===== config.mk =====
export PLATFORM = sky130hd
export DESIGN_NAME = scu_uts_reader
export DESIGN_NICKNAME = d
export VERILOG_FILES = /design/src/rtl/scu_uts_reader.sv
export SDC_FILE = /design/constraint.sdc
export NUM_CORES = 1
export LEC_CHECK = 0
export CORE_ASPECT_RATIO = 1.25
export CORE_MARGIN = 2
export CORE_UTILIZATION = 45
export DETAILED_ROUTE_END_ITERATION = 8
export PLACE_DENSITY = 0.88
export RECOVER_POWER = 50
export SYNTH_ARGS = -nofsm -noshare
export SYNTH_HDL_FRONTEND = slang
export SYNTH_SLANG_ARGS = --single-unit

===== constraint.sdc =====
create_clock -name clk_i -period 2.9 [get_ports clk_i]
set_clock_uncertainty 0.05 [all_clocks]
set_input_delay 0.58 -clock clk_i [delete_from_list [all_inputs] [get_ports clk_i]]
set_output_delay 0.58 -clock clk_i [all_outputs]
set_load 0.05 [all_outputs]

===== src/rtl/scu_uts_reader.sv =====
// scu_uts_reader: APB3 register front-end for the SCU UTS stamp counter.
// Requests 64-bit snapshots from the counter, captures them and returns
// them as two 32-bit words (SNAP_LO / SNAP_HI).
// Optional build macro: SCU_UTS_READER_TIMEOUT_EN bounds the WAIT state to
// TIMEOUT_CYC cycles and reports a timeout through pslverr_o / STATUS bit2.
module scu_uts_reader #(
  parameter int unsigned ADDR_W      = 12,
  parameter int unsigned TIMEOUT_CYC = 16
) (
  input  logic              clk_i,
  input  logic              rst_n_i,
  input  logic              psel_i,
  input  logic              penable_i,
  input  logic              pwrite_i,
  input  logic [ADDR_W-1:0] paddr_i,
  input  logic [31:0]       pwdata_i,
  output logic [31:0]       prdata_o,
  output logic              pready_o,
  output logic              pslverr_o,
  output logic              uts_counter_clr_o,
  output logic              uts_counter_value_read_o,
  input  logic              uts_counter_load_pulse_i,
  input  logic [63:0]       uts_counter_i
);

  localparam logic [1:0] ST_IDLE = 2'd0;
  localparam logic [1:0] ST_REQ  = 2'd1;
  localparam logic [1:0] ST_WAIT = 2'd2;
  localparam logic [1:0] ST_RESP = 2'd3;

  localparam logic [1:0] OFS_CTRL   = 2'd0;
  localparam logic [1:0] OFS_STATUS = 2'd1;
  localparam logic [1:0] OFS_LO     = 2'd2;
  localparam logic [1:0] OFS_HI     = 2'd3;

  logic [1:0]  state;
  logic [1:0]  state_d;
  logic [31:0] snap_lo;
  logic [31:0] snap_hi;
  logic        snap_valid;
  logic        clr_q;
  logic        read_q;
  logic        sticky;
  logic        err_q;
  logic        timeout_hit;

  logic [1:0]  ofs;
  logic        setup;
  logic        access;
  logic        lo_setup;
  logic        lo_access;
  logic        lo_pending;
  logic        ctrl_wr;
  logic        snap_wr;
  logic        capture;
  logic        busy;
  logic [31:0] rdata;
  logic        unused_bits;

  // Bus decode; only paddr_i[3:2] selects a register.
  assign ofs        = paddr_i[3:2];
  assign setup      = psel_i & ~penable_i;
  assign access     = psel_i & penable_i;
  assign lo_setup   = setup & ~pwrite_i & (ofs == OFS_LO);
  assign lo_access  = access & ~pwrite_i & (ofs == OFS_LO);
  // A SNAP_LO read in either phase is waiting for a snapshot word.
  assign lo_pending = psel_i & ~pwrite_i & (ofs == OFS_LO);
  assign ctrl_wr    = access & pwrite_i & (ofs == OFS_CTRL);
  assign snap_wr    = ctrl_wr & pwdata_i[1];
  assign capture    = (state == ST_WAIT) & uts_counter_load_pulse_i;
  assign busy       = (state != ST_IDLE);

  assign unused_bits = ^{paddr_i, pwdata_i, 32'(TIMEOUT_CYC)};

`ifdef SCU_UTS_READER_TIMEOUT_EN
  localparam int unsigned CNT_W = (TIMEOUT_CYC > 2) ? $clog2(TIMEOUT_CYC) : 1;

  logic [CNT_W-1:0] wait_cnt;

  assign timeout_hit = (state == ST_WAIT) & ~uts_counter_load_pulse_i &
                       (wait_cnt == CNT_W'(TIMEOUT_CYC - 1));

  // Counts cycles spent in WAIT; cleared everywhere else.
  always_ff @(posedge clk_i or negedge rst_n_i) begin
    if (!rst_n_i) begin
      wait_cnt <= '0;
    end else if (state == ST_WAIT) begin
      wait_cnt <= wait_cnt + CNT_W'(1);
    end else begin
      wait_cnt <= '0;
    end
  end

  // Timeout flags: err_q marks the following RESP as an error response.
  always_ff @(posedge clk_i or negedge rst_n_i) begin
    if (!rst_n_i) begin
      err_q  <= 1'b0;
      sticky <= 1'b0;
    end else begin
      err_q <= timeout_hit;
      if (timeout_hit) begin
        sticky <= 1'b1;
      end else if (ctrl_wr && pwdata_i[2]) begin
        sticky <= 1'b0;
      end
    end
  end
`else
  assign timeout_hit = 1'b0;
  assign err_q       = 1'b0;
  assign sticky      = 1'b0;
`endif

  // State register.
  always_ff @(posedge clk_i or negedge rst_n_i) begin
    if (!rst_n_i) begin
      state <= ST_IDLE;
    end else begin
      state <= state_d;
    end
  end

  // Next-state logic.
  always_comb begin
    state_d = state;
    case (state)
      ST_IDLE: begin
        if (lo_setup || snap_wr) begin
          state_d = ST_REQ;
        end
      end
      ST_REQ: begin
        state_d = ST_WAIT;
      end
      ST_WAIT: begin
        if (capture || timeout_hit) begin
          state_d = lo_pending ? ST_RESP : ST_IDLE;
        end
      end
      ST_RESP: begin
        state_d = ST_IDLE;
      end
      default: begin
        state_d = ST_IDLE;
      end
    endcase
  end

  // Registered counter controls: request pulse follows REQ, clear follows CTRL.
  always_ff @(posedge clk_i or negedge rst_n_i) begin
    if (!rst_n_i) begin
      read_q <= 1'b0;
      clr_q  <= 1'b0;
    end else begin
      read_q <= (state_d == ST_REQ);
      if (ctrl_wr) begin
        clr_q <= pwdata_i[0];
      end
    end
  end

  // Snapshot capture on the counter's load pulse while waiting for it.
  always_ff @(posedge clk_i or negedge rst_n_i) begin
    if (!rst_n_i) begin
      snap_lo    <= 32'h0;
      snap_hi    <= 32'h0;
      snap_valid <= 1'b0;
    end else if (capture) begin
      snap_lo    <= uts_counter_i[31:0];
      snap_hi    <= uts_counter_i[63:32];
      snap_valid <= 1'b1;
    end
  end

  // Read data mux; zero whenever the access is not completing.
  always_comb begin
    rdata = 32'h0;
    if (state == ST_RESP) begin
      rdata = err_q ? 32'h0 : snap_lo;
    end else if (access && !pwrite_i && !lo_access) begin
      case (ofs)
        OFS_CTRL:   rdata = {31'h0, clr_q};
        OFS_STATUS: rdata = {29'h0, sticky, busy, snap_valid};
        OFS_HI:     rdata = snap_hi;
        default:    rdata = 32'h0;
      endcase
    end
  end

  assign prdata_o                 = rdata;
  assign pready_o                 = (state == ST_RESP) | (access & ~lo_access);
  assign pslverr_o                = (state == ST_RESP) & err_q;
  assign uts_counter_clr_o        = clr_q;
  assign uts_counter_value_read_o = read_q;

endmodule


==> flow_metrics.env, run 1 <==
export IMPL_regArea_mm2=0.00173
export IMPL_rows=34
export IMPL_grt_pass1_wl_um=13500
export IMPL_routabilityCongestion=0.754
export IMPL_syn_instance_count=273
export IMPL_max_cap_viol_count=1
export IMPL_die_area_mm2=0.00801
export IMPL_violations="max-capacitance violations, max-slew violations"
export IMPL_worstMarginPinSlew_ns=1.64
export IMPL_min_to="snap_valid"
export IMPL_fin_crit_sh=0.970
export IMPL_p_leak_nw=2.12
export IMPL_synth_seq_cells=69
export IMPL_final_cell_mix="73 x clkdlybuf4s50_1, 69 x dfrtp_1, 66 x nand2_1"
export IMPL_vdd_ir_drop_max_mv=0.305
export IMPL_outcome="finished with violations"
export IMPL_synth_distinct_cells=27
export IMPL_die_y_um=99.6
export IMPL_crit_path_end_kind="primary output"
export IMPL_arrival_ns=2.18
export IMPL_num_vias=2498
export IMPL_mostFrequentLayoutCell="clkdlybuf4s50_1"
export IMPL_wirelength_um=8250
export IMPL_period_needed_ns=2.81
export IMPL_io_pins=150
export IMPL_synthTopCellsByArea="dfrtp_1 53%, mux2_4 17%, mux2_2 9.6%, nand2_1 7.5%, o21ai_0 5.2%"
export IMPL_drive_gt1_frac=0.302
export IMPL_dpl_instance_area_mm2=0.00478
export IMPL_clk_path_buf_depth=2
export IMPL_min_delay_start="snap_valid"
export IMPL_insertion_delay_ns=0.32
export IMPL_criticalPathCategory="input pin to primary output"
export IMPL_slew_limit_headroom=-0.0965
export IMPL_synth_top_area_frac=0.525
export IMPL_r2r_slack_ns=0.72
export IMPL_antenna_found_initial=1
export IMPL_viasPerCell=5.23
export IMPL_synth_area_leader_cell="dfrtp_1"
export IMPL_pre_cts_slack_ns=0.0538
export IMPL_ctsHtreeMaxLevel=3
export IMPL_core_mm2=0.00702
export IMPL_post_cts_buffers=0
export IMPL_die_w_um=80.4
export IMPL_post_route_util=0.700
export IMPL_drtAntennaViolNets=0
export IMPL_total_power_mw=3.08
export IMPL_grt_overflow=0
export IMPL_clock_fmax_mhz=355
export IMPL_worst_slack_ns=0.0869
export IMPL_critPathLaunchType="input pin"
export IMPL_drt_iter0_drc=109
export IMPL_rr_startpoint="state[0]"
export IMPL_cts_buffers=9
export IMPL_yosysWarnings=0
export IMPL_postSynthNetCount=387
export IMPL_crit_fanout=21
export IMPL_r2r_end="snap_hi[29]"
export IMPL_cts_sinks=69
export IMPL_route_detailed_drc=0
export IMPL_fin_nets=496
export IMPL_nFillCells=513
export IMPL_wl_per_cell_um=17.2
export IMPL_slew_violations=33
export IMPL_required_ns=2.27
export IMPL_initial_core_util=0.468
export IMPL_post_route_cell_area_mm2=0.00491
export IMPL_multi_input_area_mm2=0.00142
export IMPL_syn2layout_area_growth_pct=49.4
export IMPL_clk_pin_slew_ns=0.07
export IMPL_grt_pass1_vias=2801
export IMPL_powerDensity_mw_per_mm2=627
export IMPL_avgSynthCellArea_um2=12.0
export IMPL_netlist_area_mm2=0.00329
export IMPL_cts_root_buf="clkbuf_8"
export IMPL_grt_max_degree=39
export IMPL_min_path_cells=1
export IMPL_holdCritPathClass="register to register"
export IMPL_hold_viol=0
export IMPL_r2r_cells=3
export IMPL_grt_setup_unrepaired="true"
export IMPL_dp_hpwl_um=5930
export IMPL_track_usage=0.218
export IMPL_cts_tree="built"
export IMPL_drt_pass1_iter_count=4
export IMPL_ys_seq_area_frac=0.525
export IMPL_final_setup_viol_count=0
export IMPL_io_buffer_count=108
[cell families (layout without fill, tap and decap cells)]
group / count (synthesis) / after routing / share of synthesized area
buffers and inverters: 19 / 133 / 0.0354
multiplexers: 68 / 68 / 0.276
flip-flops: 69 / 69 / 0.525
AND/OR/NAND/NOR: 80 / 80 / 0.105
other: 1 / 2 / 0.00114
AO/OA/AOI/OAI: 36 / 36 / 0.0571
[per-layer routing]
layer	global-route usage	wire, um	up-vias
met5	0	0	-
met1	0.260	3190	1239
li1	-	-	1148
met3	0.0472	526	16
met2	0.379	4380	95
met4	0.0887	148	0
[layout make-up]
cell class / instances / area share
sequential: 69 / 0.352
timing repair buffer: 116 / 0.297
multi-input combinational: 185 / 0.290
clock buffer: 12 / 0.0275
tap: 90 / 0.0229
clock inverter: 4 / 0.00993
inverter: 1 / 0.000764
antenna: 1 / 0.000509
[power breakdown]
group	internal, mW	switching (mW)
logic	0.527	0.273
clock network	0.397	0.347
registers	1.32	0.210
[worst max-delay path, cell delays in order]
cell             delay (ns)
clkdlybuf4s50_1        0.47
nor2b_1                0.18
nand4_1                0.15
buf_4                  0.24
o21ai_0                0.36
buf_12                 0.19
[cell usage after synthesis]
master	n
conb_1	1
inv_1	1
nor3b_1	1
a2bb2oi_1	1
or2_1	1
nand3_1	1
a22o_1	1
mux2_2	28
mux2i_1	2
buf_6	5
dfrtp_1	69
and3b_1	1
o21ai_0	34
buf_2	3
and2_1	1
clkbuf_1	9
nand2_1	66
nand4_1	2
or2_2	1
mux2_4	38
buf_4	1
nor4b_1	1
and4bb_2	1
nor3_1	1
or3_1	1
or4_1	1
nor2b_1	1
[sequential cells by signal (all words and copies together), names as in the netlist]
| name | count |
|---|---|
| snap_hi | 32 |
| snap_lo | 32 |
| state | 2 |
| snap_valid | 1 |
| uts_counter_clr_o | 1 |
| uts_counter_value_read_o | 1 |
[through the flow]
stage,hold slack [ns],setup TNS [ns],instances
after floorplan,0.234,0,273
after global placement,0.404,0,461
after global routing,0.459,-0.102,478
after detailed placement,0.414,0,461
after CTS,0.254,0,477
final,0.426,0,478
[what timing repair did]
| action | in CTS | in global routing |
|---|---|---|
| setup endpoints to repair | 0 | 23 |
| resized for setup | 0 | 10 |
| hold buffers | 0 | 0 |
[worst max-delay path by stage]
stage | startpoint | endpoint | slack (ns) | cells past startpoint
after floorplan | paddr_i[2] | prdata_o[10] | 0.13 | 4
after global placement | paddr_i[2] | prdata_o[20] | 0.11 | 6
after detailed placement | paddr_i[2] | prdata_o[31] | 0.05 | 6
after CTS | state[0] | prdata_o[31] | 0.03 | 5
after global routing | pwrite_i | prdata_o[19] | -0.02 | 6
final | pwrite_i | prdata_o[18] | 0.09 | 6
(Power assumes the default switching activity.)
==> run 2, diff against run 1 <==
CORE_UTILIZATION = 50   (was 45)
CTS_CLUSTER_DIAMETER = 30   (was default)
DONT_BUFFER_PORTS = 1   (was default)
PLACE_DENSITY = 0.67   (was 0.88)
==> run 2 against run 1 <==
  * Hold slack got worse by 0.092 ns
  * Non-clock buffer count decreased by 74
  * Setup slack improved by 0.24 ns
  * Flip-flop and latch count unchanged
  * Combinational power decreased by 23%
  * Sequential power about the same
  * Largest cell class unchanged
  * Power decreased by 6.6%
  * Fmax increased by 9.5%
  * Largest power group unchanged
  * Sequential share of layout area increased by 11 points
  * Global-route usage decreased by 2.0 points
  * Clock power decreased by 2%
  * The flow still finishes with violations (max-capacitance violations, max-slew violations)
==> flow_metrics.env, run 2 (synthesis gave the netlist of run 1 again) <==
export IMPL_outcome="finished with violations"
export IMPL_violations="max-capacitance violations, max-slew violations"
export IMPL_route_detailed_drc=0
export IMPL_cts_root_buf="clkbuf_8"
export IMPL_post_route_util=0.579
export IMPL_critical_path_top_delay_family="buffers and inverters"
export IMPL_diodes=0
export IMPL_grt_pass1_vias=2183
export IMPL_path_buf_inv=2
export IMPL_clock_fmax_mhz=389
export IMPL_die_w_um=76.5
export IMPL_arrival_ns=1.94
export IMPL_dp_hpwl_um=4580
export IMPL_final_setup_viol_count=0
export IMPL_critPathMostFrequentCell="buf_4"
export IMPL_initial_core_util=0.507
export IMPL_viasPerCell=5.40
export IMPL_slowest_stage="dfrtp_1"
export IMPL_drt_iter0_drc=90
export IMPL_io_pins=150
export IMPL_hold_viol=0
export IMPL_final_cell_mix="69 x dfrtp_1, 66 x nand2_1, 40 x buf_4"
export IMPL_slew_violations=70
export IMPL_insertion_delay_ns=0.32
export IMPL_clk_pin_slew_ns=0.08
export IMPL_min_delay_start="uts_counter_i[39]"
export IMPL_drive_gt1_frac=0.365
export IMPL_routabilityCongestion=0.764
export IMPL_die_y_um=94.7
export IMPL_track_usage=0.198
export IMPL_r2r_end="snap_lo[15]"
export IMPL_crit_chain="and2_1 -> buf_4 -> nand2_1 -> a2bb2oi_1 -> buf_4"
export IMPL_fin_nets=422
export IMPL_criticalPathCategory="register to primary output"
export IMPL_required_ns=2.27
export IMPL_num_vias=2155
export IMPL_drt_pass1_iter_count=4
export IMPL_min_path_cells=1
export IMPL_cts_resized=0
export IMPL_cts_sinks=69
export IMPL_wirelength_um=6770
export IMPL_grt_pass1_wl_um=11000
export IMPL_io_buffer_count=0
export IMPL_rr_startpoint="state[0]"
export IMPL_p_leak_nw=1.73
export IMPL_syn2layout_area_growth_pct=14.1
export IMPL_post_route_cell_area_mm2=0.00375
export IMPL_cts_tree="built"
export IMPL_switchingPower_uw=770
export IMPL_r2r_slack_ns=0.99
export IMPL_worstMarginPinSlew_ns=1.69
export IMPL_sw_frac_of_total=0.268
export IMPL_postCtsHoldBufs=1
export IMPL_fin_setup_tns_ns=0
export IMPL_fin_crit_sh=0.886
export IMPL_wl_per_cell_um=17.0
export IMPL_largestRegisters="snap_hi (32), snap_lo (32), state (2)"
export IMPL_ctsHtreeMaxLevel=3
export IMPL_powerDensity_mw_per_mm2=767
export IMPL_cts_buffers=9
export IMPL_period_needed_ns=2.57
export IMPL_critPathLaunchType="register"
export IMPL_intPower_mw=2.10
export IMPL_regArea_mm2=0.00173
export IMPL_p_seq_frac=0.531
export IMPL_min_to="snap_hi[7]"
export IMPL_max_stage_delay_ns=0.43
export IMPL_holdCritPathClass="input pin to register"
export IMPL_vdd_ir_drop_max_mv=0.475
export IMPL_dpl_instance_area_mm2=0.00361
export IMPL_clkPwrFrac=0.255
export IMPL_grt_overflow=0
export IMPL_post_cts_buffers=0
export IMPL_nFillCells=564
export IMPL_slew_limit_headroom=-0.126
export IMPL_die_area_mm2=0.00724
export IMPL_grt_max_degree=70
export IMPL_r2r_cells=3
export IMPL_startpoint="state[1]"
export IMPL_drtAntennaViolNets=0
export IMPL_rows=33
export IMPL_clk_path_buf_depth=2
export IMPL_multi_input_area_mm2=0.00141
export IMPL_max_cap_viol_count=1
export IMPL_core_mm2=0.00648
export IMPL_crit_fanout=13
export IMPL_crit_path_end_kind="primary output"
export IMPL_antenna_found_initial=0
export IMPL_grt_setup_unrepaired="false"
export IMPL_mostFrequentLayoutCell="dfrtp_1"
export IMPL_pwr_share_comb=0.214
run 2: changes by cell type in the layout (fill, tap and decap cells not counted), sizes merged:
cell / delta
buf: +2
clkbuf: -4
clkdlybuf4s50: -73
clkinvlp: +1
diode: -1
dlygate4sd3: -1
run 2: through the flow:
| stage | worst slack (ns) | power, mW | hold WS, ns | cells |
|---|---|---|---|---|
| 2_1_floorplan | 0.130 | 2.06 | 0.234 | 273 |
| 3_3_place_gp | 0.682 | 2.16 | 0.236 | 383 |
| 3_5_place_dp | 0.674 | 2.20 | 0.236 | 383 |
| 4_1_cts | 0.282 | 2.96 | 0.0776 | 399 |
| 5_1_grt | 0.182 | 3.05 | 0.307 | 399 |
| 6_report | 0.331 | 2.88 | 0.334 | 399 |
run 2: cell type report:
class	count	share of cell area
clock buffers	10	0.0340
repair buffers	42	0.0867
well taps	87	0.0290
clock inverters	5	0.0140
flip-flops and latches	69	0.460
inverters	1	0.00100
multi-input cells	185	0.375
run 2: power groups by stage:
| stage | Sequential (mW) | Combinational [mW] | Clock (mW) |
|---|---|---|---|
| 6_report | 1.53 | 0.617 | 0.733 |
| 4_1_cts | 1.53 | 0.679 | 0.752 |
| 3_5_place_dp | 1.54 | 0.651 | 0 |
| 5_1_grt | 1.58 | 0.681 | 0.798 |
| 3_3_place_gp | 1.53 | 0.630 | 0 |
| 2_1_floorplan | 1.49 | 0.572 | 0 |
run 2: layer usage:
metal | up-vias | share of wire | GRT usage | wire length (um)
met2 | 62 | 0.51 | 0.327 | 3460
met3 | 11 | 0.042 | 0.0488 | 283
met4 | 0 | 0.014 | 0.0894 | 95
met1 | 1080 | 0.43 | 0.249 | 2930
li1 | 1002 | - | - | -
met5 | - | 0 | 0 | 0
run 2: worst max-delay path by stage:
stage                     depth (start not counted)            to
after floorplan                                   4  prdata_o[10]
final                                             5   prdata_o[0]
after detailed placement                          5   prdata_o[0]
after global routing                              5   prdata_o[0]
after global placement                            5   prdata_o[0]
after CTS                                         5   prdata_o[0]
==> run 3, diff against run 2 <==
SKIP_LAST_GASP = 1   (was default)
==> results of run 3 <==
No change in the layout: final DEF, timing and power equal those of run 2.
